**config.mk**
```make
export PLATFORM = sky130hd
export DESIGN_NAME = brush_stamper
export DESIGN_NICKNAME = d
export VERILOG_FILES = /design/src/rtl/brush_stamper.sv
export SDC_FILE = /design/constraint.sdc
export NUM_CORES = 1
export LEC_CHECK = 0
export ABC_AREA = 1
export BUFFER_PORTS_ARGS = -buffer_cell sky130_fd_sc_hd__buf_2
export CORE_MARGIN = 1.5
export CORE_UTILIZATION = 38
export CTS_BUF_LIST = sky130_fd_sc_hd__clkbuf_8
export CTS_CLUSTER_DIAMETER = 200
export DETAILED_ROUTE_END_ITERATION = 6
export PLACE_DENSITY = 0.59
export SLEW_MARGIN = 25
export SYNTH_ARGS = -nofsm -noshare
export SYNTH_HDL_FRONTEND = slang
export SYNTH_SLANG_ARGS = --single-unit
```
**constraint.sdc**
```tcl
create_clock -name clk -period 3.56 [get_ports clk]
set_input_delay 0.178 -clock clk [delete_from_list [all_inputs] [get_ports clk]]
set_output_delay 0.178 -clock clk [all_outputs]
set_load 0.01 [all_outputs]
```
**src/rtl/brush_stamper.sv**
```systemverilog
// brush_stamper: expands one paint command into a row-major scan of pixel-store writes.
// Optional full-frame clear is built only when CLEAR_CMD_EN is defined.
module brush_stamper #(
  parameter int WIDTH    = 160,
  parameter int HEIGHT   = 120,
  parameter int X_W      = 8,
  parameter int Y_W      = 8,
  parameter int COLOR_W  = 3,
  parameter int SIZE_W   = 3,
  parameter int BG_COLOR = 0
) (
  input  logic               clk,
  input  logic               reset,
  input  logic               cmd_valid,
  output logic               cmd_ready,
  input  logic [X_W-1:0]     cmd_x,
  input  logic [Y_W-1:0]     cmd_y,
  input  logic [COLOR_W-1:0] cmd_color,
  input  logic [SIZE_W-1:0]  cmd_size,
  input  logic               cmd_erase,
  input  logic               cmd_clear,
  output logic               wr_en,
  output logic [X_W-1:0]     wr_x,
  output logic [Y_W-1:0]     wr_y,
  output logic [COLOR_W-1:0] wr_color,
  output logic               busy,
  output logic               done
);

  localparam logic [1:0] IDLE  = 2'd0;
  localparam logic [1:0] STAMP = 2'd1;
`ifdef CLEAR_CMD_EN
  localparam logic [1:0] CLEAR = 2'd2;
  localparam logic [X_W-1:0] X_MAX = X_W'(WIDTH - 1);
  localparam logic [Y_W-1:0] Y_MAX = Y_W'(HEIGHT - 1);
  localparam logic [X_W-1:0] X_ONE = X_W'(1);
  localparam logic [Y_W-1:0] Y_ONE = Y_W'(1);
`endif
  localparam logic [X_W+1:0]     X_LIM = (X_W+2)'(WIDTH);
  localparam logic [Y_W+1:0]     Y_LIM = (Y_W+2)'(HEIGHT);
  localparam logic [COLOR_W-1:0] BG    = COLOR_W'(BG_COLOR);
  localparam logic [SIZE_W:0]    D_ONE = (SIZE_W+1)'(1);

  logic [1:0]        state;
  logic [X_W-1:0]    lat_x;
  logic [Y_W-1:0]    lat_y;
  logic [SIZE_W-1:0] lat_size;
  logic [SIZE_W:0]   dx, dy;

  logic [X_W-1:0]    base_x;
  logic [Y_W-1:0]    base_y;
  logic [SIZE_W:0]   rad, n_dx, n_dy;
  logic [X_W+1:0]    px;
  logic [Y_W+1:0]    py;
  logic              n_in, n_last;

  assign cmd_ready = (state == IDLE);
  assign busy      = !cmd_ready;

  // Next stamp point: the first offset (-r,-r) when idle, otherwise the successor of (dx,dy).
  always_comb begin
    base_x = lat_x;
    base_y = lat_y;
    rad    = {1'b0, lat_size};
    n_dx   = dx;
    n_dy   = dy;
    if (state == IDLE) begin
      base_x = cmd_x;
      base_y = cmd_y;
      rad    = {1'b0, cmd_size};
      n_dx   = -rad;
      n_dy   = -rad;
    end else if (dx == rad) begin
      n_dx = -rad;
      n_dy = dy + D_ONE;
    end else begin
      n_dx = dx + D_ONE;
    end
    px     = {2'b00, base_x} + {{(X_W+1-SIZE_W){n_dx[SIZE_W]}}, n_dx};
    py     = {2'b00, base_y} + {{(Y_W+1-SIZE_W){n_dy[SIZE_W]}}, n_dy};
    n_in   = !px[X_W+1] && (px < X_LIM) && !py[Y_W+1] && (py < Y_LIM);
    n_last = (n_dx == rad) && (n_dy == rad);
  end

`ifdef CLEAR_CMD_EN
  logic [X_W-1:0] clr_nx;
  logic [Y_W-1:0] clr_ny;

  // The clear scan uses the write address itself as its raster counter.
  always_comb begin
    clr_nx = wr_x + X_ONE;
    clr_ny = wr_y;
    if (wr_x == X_MAX) begin
      clr_nx = '0;
      clr_ny = wr_y + Y_ONE;
    end
  end
`else
  logic unused_clear;
  assign unused_clear = cmd_clear;
`endif

  // done marks the point currently on the outputs as the last one, so it also ends the scan.
  always_ff @(posedge clk or posedge reset) begin
    if (reset) begin
      state    <= IDLE;
      lat_x    <= '0;
      lat_y    <= '0;
      lat_size <= '0;
      dx       <= '0;
      dy       <= '0;
      wr_en    <= 1'b0;
      wr_x     <= '0;
      wr_y     <= '0;
      wr_color <= '0;
      done     <= 1'b0;
    end else begin
      case (state)
        IDLE: begin
          if (cmd_valid) begin
            lat_x    <= cmd_x;
            lat_y    <= cmd_y;
            lat_size <= cmd_size;
`ifdef CLEAR_CMD_EN
            if (cmd_clear) begin
              state    <= CLEAR;
              wr_en    <= 1'b1;
              wr_x     <= '0;
              wr_y     <= '0;
              wr_color <= BG;
              done     <= (WIDTH * HEIGHT == 1);
            end else
`endif
            begin
              state    <= STAMP;
              dx       <= n_dx;
              dy       <= n_dy;
              wr_en    <= n_in;
              wr_x     <= px[X_W-1:0];
              wr_y     <= py[Y_W-1:0];
              wr_color <= cmd_erase ? BG : cmd_color;
              done     <= n_last;
            end
          end
        end
        STAMP: begin
          if (done) begin
            state <= IDLE;
            wr_en <= 1'b0;
            done  <= 1'b0;
          end else begin
            dx    <= n_dx;
            dy    <= n_dy;
            wr_en <= n_in;
            wr_x  <= px[X_W-1:0];
            wr_y  <= py[Y_W-1:0];
            done  <= n_last;
          end
        end
`ifdef CLEAR_CMD_EN
        CLEAR: begin
          if (done) begin
            state <= IDLE;
            wr_en <= 1'b0;
            done  <= 1'b0;
          end else begin
            wr_x <= clr_nx;
            wr_y <= clr_ny;
            done <= (clr_nx == X_MAX) && (clr_ny == Y_MAX);
          end
        end
`endif
        default: begin
          state <= IDLE;
          wr_en <= 1'b0;
          done  <= 1'b0;
        end
      endcase
    end
  end

endmodule
```
==> results of run 1 <==
==> synthesized netlist by cell type <==
cell type | count | area share [%]
nand2_1 | 176 | 20
inv_1 | 64 | 7.1
o21ai_0 | 52 | 7.7
dfrtp_1 | 49 | 36
nand3_1 | 32 | 4.7
nor2_1 | 22 | 2.4
ha_1 | 21 | 7.8
a21oi_1 | 14 | 2.1
clkbuf_1 | 8 | 0.89
xor2_1 | 6 | 1.6
nand2_2 | 5 | 0.93
nand4_1 | 5 | 0.93
buf_2 | 4 | 0.59
inv_2 | 4 | 0.44
a31oi_1 | 3 | 0.56
nand3b_1 | 3 | 0.67
nor2_2 | 3 | 0.56
o21ai_1 | 3 | 0.44
buf_4 | 2 | 0.44
fa_1 | 2 | 1.2
nand3_2 | 2 | 0.59
xnor2_1 | 2 | 0.52
a21o_1 | 1 | 0.22
a21oi_2 | 1 | 0.26
nand2_4 | 1 | 0.33
nor2_4 | 1 | 0.33
nor3_1 | 1 | 0.15
o21a_1 | 1 | 0.22
or2_0 | 1 | 0.19
or2_2 | 1 | 0.19
==> area by class of cell <==
| cell class | count | area share [%] |
|---|---|---|
| clock buffer | 5 | 1.81 |
| clock inverter | 1 | 0.132 |
| inverter | 68 | 6.78 |
| multi-input combinational | 359 | 48.1 |
| sequential | 49 | 32.3 |
| tap | 108 | 3.55 |
| timing repair buffer | 53 | 7.37 |
==> through the flow <==
| stage | worst slack [ps] | hold WS, ps |
|---|---|---|
| global placement | 738 | 431 |
| detailed placement | 670 | 326 |
| global route | 276 | 113 |
| finish | 706 | 110 |
| CTS | 657 | 106 |
| floorplan | 1050 | 321 |
==> layer usage <==
metal  vias up  GRT usage (%)  routed length (µm)
met1      1413           23.2                3730
met5         -              0                   0
met4         0           4.40                  97
li1       1643              -                   -
met2        54           29.0                3600
met3         9           2.95                 324
==> flip-flops by register name, indices dropped and copies added (netlist names) <==
register	flops
lat_y	8
dy	4
wr_x	8
lat_x	8
dx	4
state	1
lat_size	3
wr_y	8
wr_en	1
wr_color	3
done	1
==> worst max path at each step <==
stage	to	from	slack [ps]
final	wr_en	dx[0]	710
after floorplan	wr_en	state[0]	1050
after CTS	wr_en	dx[0]	660
after global placement	wr_en	dx[0]	740
after global routing	wr_en	dx[0]	280
after detailed placement	wr_en	dx[0]	670
==> repair_timing <==
item / CTS / global route
hold buffers: 1 / 0
setup buffers: 0 / 0
hold endpoints to repair: 32 / 0
==> worst max-delay path: stages (launching register included) <==
cell     delay, ps
dfrtp_1        450
inv_1           80
nand2_1         80
nand2_1         70
nor2_2         150
nand2_4        110
nand2_1        100
nand3_1         90
nand2_2        100
inv_1           50
ha_1           260
fa_1           460
nand3_1        130
nand3_1        100
nand2_1         70
nand2_1         90
nand2_1         80
nand2_1         70
nand2_1         60
nor2_1          40
nand4_1         70
nand2_1         50
==> kinds of logic after synthesis <==
family	after synthesis
flops	49
fa+ha+maj	23
xor+xnor	8
compound gates	75
simple gates	253
buf+inv	82
==> flow_summary.toml, run 1 <==
[yosys]
synth_xor_area_share_pct = 2.08
synth_area_per_cell_um2 = 6.89
seq_area_frac_synth_pct = 36.3
synth_compound_area_share_pct = 11.5
ys.warnings.count = 0
synthAdderAreaFrac_pct = 8.97
synth-simple-area-share_pct = 31.6
synth_mux_area_share_pct = 0
yosysUniqueCellTypes = 30
ys_seq_elements = 49
syn-instance-count = 490
synth_top_family_by_area = "simple AND/OR/NAND/NOR gates"
synth_fp_nets = 540
synthesis.area_mm2 = 0.00337

[clocking]
clockBufferDepth = 2
cts_sinks = 49
h-tree-depth = 2
clk_pin_slew_ps = 90
worstSkewPairLatency_ps = 300
cts-resized-gates = 0
cts_tree = "yes"
cts_root_buf = "clkbuf_8"
numCtsBuffers = 5

[cells_and_area]
seqCellArea_mm2 = 0.00123
mostFrequentLayoutCells = "176 x nand2_1, 63 x inv_1, 52 x o21ai_0, 49 x dfrtp_1, 48 x buf_2"
mostFrequentLayoutCell = "nand2_1"
antenna_cells = 0
fin_util_pct = 43.8
final_cells = 643
multi_input_area_mm2 = 0.00183
fillers = 924
area.growth.synth_to_final_pct = 12.6
nNetsFinal = 586
stdcell_area_mm2 = 0.00380
drive_gt1_share_pct = 14.4

[route]
firstDrtPassIters = 4
viasPerCell = 4.85
antenna_left = 0
drc_errors = 0
wl_per_cell_um = 12.0
drt_iter0_drc = 162
wl_mm = 7.75
vias = 3119

[placed_design]
hpwl_mm = 5.75
gp_congestion = 0.839
dpl_cell_area_mm2 = 0.00372
dpl.cell_count = 636
portBuffers = 48

[global_route]
grt_pass1_wl_mm = 13.4
grt_max_degree = 50
track_usage_pct = 17.3
antenna_found_initial = 0
grt_overflow = 0
grt_pass1_vias = 2927

[floorplan]
rows = 34
initial_core_util_pct = 38.9
die_h_um = 97.2
core_mm2 = 0.00868
die_w_um = 97.2
ios = 50
die_area_mm2 = 0.00945

[critical_path]
reg2reg_setup_slack_ps = 710
path_class = "reg2reg"
cp.arrival_ps = 3050
end_kind = "flop"
cp-start-kind = "flop"
critical_path_required_ps = 3760
rr_worst_depth = 21
cp_max_fo = 9
rr_endpoint = "wr_en"
r2r-start = "dx[0]"

[worst_hold_path]
hold_depth = 3
hp-start = "cmd_color[2]"
hold_path_class = "in2reg"
whs_endpoint = "wr_color[2]"

[status]
run_status = "finished, final reports clean"

[timing]
finClkSkew_ps = 6.37
rsz0062_at_grt = "no"
slew_viol_final = 0
totalNegativeSetupSlack_ps = 0
period_needed_ps = 2850
relSlewSlack_pct = 57.4
worstMarginPinSlew_ps = 639
report.final.setup_viol = 0
finalCritPeriodShare_pct = 80.2
hold_viol_final = 0
fmax_ghz = 0.350

[job]
maxCapViolCount = 0
Power of run 1 is not shown: default switching activity piles up to over one toggle a cycle in this logic, so the estimate is an artifact.
==> inputs of run 2 (changes only) <==
- ABC_AREA: 1 -> 0
- clock period: 3.56 -> 2.9 ns (I/O delays scaled with it)
==> run 2 against run 1 <==
The run now ends with negative setup slack left; die area decreased by 5.1%; critical path depth decreased by 8; fmax decreased by 11%; sequential share of layout area decreased by 3.6 points; clock skew decreased by 1.4 ps; first-iteration DRC count decreased by 1.9%; utilization increased by 8.5 points; via count decreased by 7.2%; hold slack got worse by 68 ps; critical endpoint unchanged.
==> flow_summary.toml, run 2 <==
[status]
run_status = "complete, but fails checks"
failed_checks = "negative setup slack"

[floorplan]
die_w_um = 94.7
die_area_mm2 = 0.00897
initial_core_util_pct = 39.1
core_mm2 = 0.00818
ios = 50
rows = 33
die_h_um = 94.7

[worst_hold_path]
whs_endpoint = "lat_y[6]"
hold_depth = 3
hold_path_class = "in2reg"
hp-start = "cmd_y[6]"

[timing]
worstMarginPinSlew_ps = 937
finalCritPeriodShare_pct = 111
relSlewSlack_pct = 37.4
fmax_ghz = 0.312
hold_slack_ps = 42.0
setup_ws_ps = -305
finClkSkew_ps = 5.01
hold_viol_final = 0
rsz0062_at_grt = "yes"
period_needed_ps = 3210
slew_viol_final = 0
report.final.setup_viol = 6

[route]
viasPerCell = 5.08
drt_iter0_drc = 159
antenna_left = 0
wl_mm = 8.05
firstDrtPassIters = 5
drc_errors = 0
wl_per_cell_um = 14.2
vias = 2893

[yosys]
syn-instance-count = 362
synth_most_common_cell = "nand2_1"
synth_area_per_cell_um2 = 8.83
synth_commonest_cells = "105 x nand2_1, 49 x dfrtp_1, 23 x mux2_2"
synth.top_cell.area_share_pct = 38.4
synthesis.area_mm2 = 0.00320
synth_edf_count = 0
synth_top_area_cell = "dfrtp_1"
ys_seq_elements = 49
ys.warnings.count = 0
yosysUniqueCellTypes = 45
synth_fp_nets = 412
ys.flop_type = "dfrtp_1"
ys_async_sr_fraction_pct = 100
netlist_top_cells_area = "dfrtp_1 38%, nand2_1 12%, ha_1 8.2%, mux2_2 8.1%, o21ai_0 3.1%"
seq_area_frac_synth_pct = 38.4

[clocking]
clk_pin_slew_ps = 90
cts_root_buf = "clkbuf_8"
clockBufferDepth = 2
numCtsBuffers = 5
worstSkewPairLatency_ps = 300
h-tree-depth = 2
cts_sinks = 49
cts_tree = "yes"

[global_route]
grt_overflow = 0
grt_pass1_wl_mm = 13.5
antenna_found_initial = 0
grt_pass1_vias = 2826
track_usage_pct = 19.3
grt_max_degree = 50

[cells_and_area]
final_cells = 569
seqCellArea_mm2 = 0.00123
multi_input_area_mm2 = 0.00205
antenna_cells = 0
area.growth.synth_to_final_pct = 33.7
drive_gt1_share_pct = 36.2
mostFrequentLayoutCell = "nand2_1"
fillers = 773
nNetsFinal = 513
mostFrequentLayoutCells = "105 x nand2_1, 58 x buf_4, 49 x dfrtp_1, 48 x buf_2, 23 x mux2_2"
stdcell_area_mm2 = 0.00427
fin_util_pct = 52.3

[placed_design]
dpl.cell_count = 558
gp_congestion = 0.848
dpl_cell_area_mm2 = 0.00398
hpwl_mm = 5.91
portBuffers = 48

[critical_path]
rr_worst_depth = 13
path_class = "reg2reg"
end_kind = "flop"
cp_max_fo = 6
critical_path_required_ps = 3090
cp.arrival_ps = 3400
cp-start-kind = "flop"
reg2reg_setup_slack_ps = -310
r2r-start = "lat_size[1]"
rr_endpoint = "wr_en"

[job]
maxCapViolCount = 0
## run 2: cell type report
cell class	instances	share of cell area (%)
multi-input cells	289	48.1
well taps	105	3.07
clock buffers	6	1.93
flip-flops and latches	49	28.7
repair buffers	108	16.5
clock inverters	2	0.791
inverters	10	0.937
## run 2: cell families after synthesis
logic type      Yosys count  share of synthesized area [%]
simple gates            154                           21.2
compound gates           65                           13.2
flops                    49                           38.4
mux                      26                           9.04
buf+inv                  24                           2.97
fa+ha+maj                23                           9.47
xor+xnor                 21                           5.75
## run 2: critical path, cell delays in order (launching register included)
cell      delay, ps
dfrtp_1         400
xor2_1          190
nor4_2          260
buf_4           210
buf_4           130
a21oi_2          50
or3_4           390
ha_4            250
and3_1          170
a221oi_2        250
o21ai_1         110
a21o_1          180
o31a_1          230
a222oi_1        270
## run 2: repair_timing
item,4_1_cts,5_1_grt
hold buffers,1,0
endpoints found under the setup margin,5,9
buffers inserted,1,1
resized for setup,9,16
endpoints found under the hold margin,49,0
pin swaps,10,17
## run 2: per-stage QoR
step	setup TNS [ps]	worst slack (ps)
6_report	-546	-305
2_1_floorplan	-254	-254
4_1_cts	-493	-277
3_3_place_gp	-526	-242
3_5_place_dp	-703	-316
5_1_grt	-1670	-463
## run 2: worst max-delay path by stage
stage                      startpoint  endpoint  cells after the start
after floorplan           lat_size[2]     wr_en                     14
after global placement    lat_size[2]     wr_en                     13
after detailed placement  lat_size[2]     wr_en                     13
after CTS                 lat_size[2]     wr_en                     13
after global routing      lat_size[1]     wr_en                     13
final                     lat_size[1]     wr_en                     13
## run 2: layer usage
layer	up-vias	global-route usage [%]	wire, µm
li1	1451	-	-
met1	1365	25.7	3770
met2	70	32.2	3830
met3	7	3.62	369
met4	0	4.98	84
met5	-	0	0
Power of run 2 is left out for the same reason.
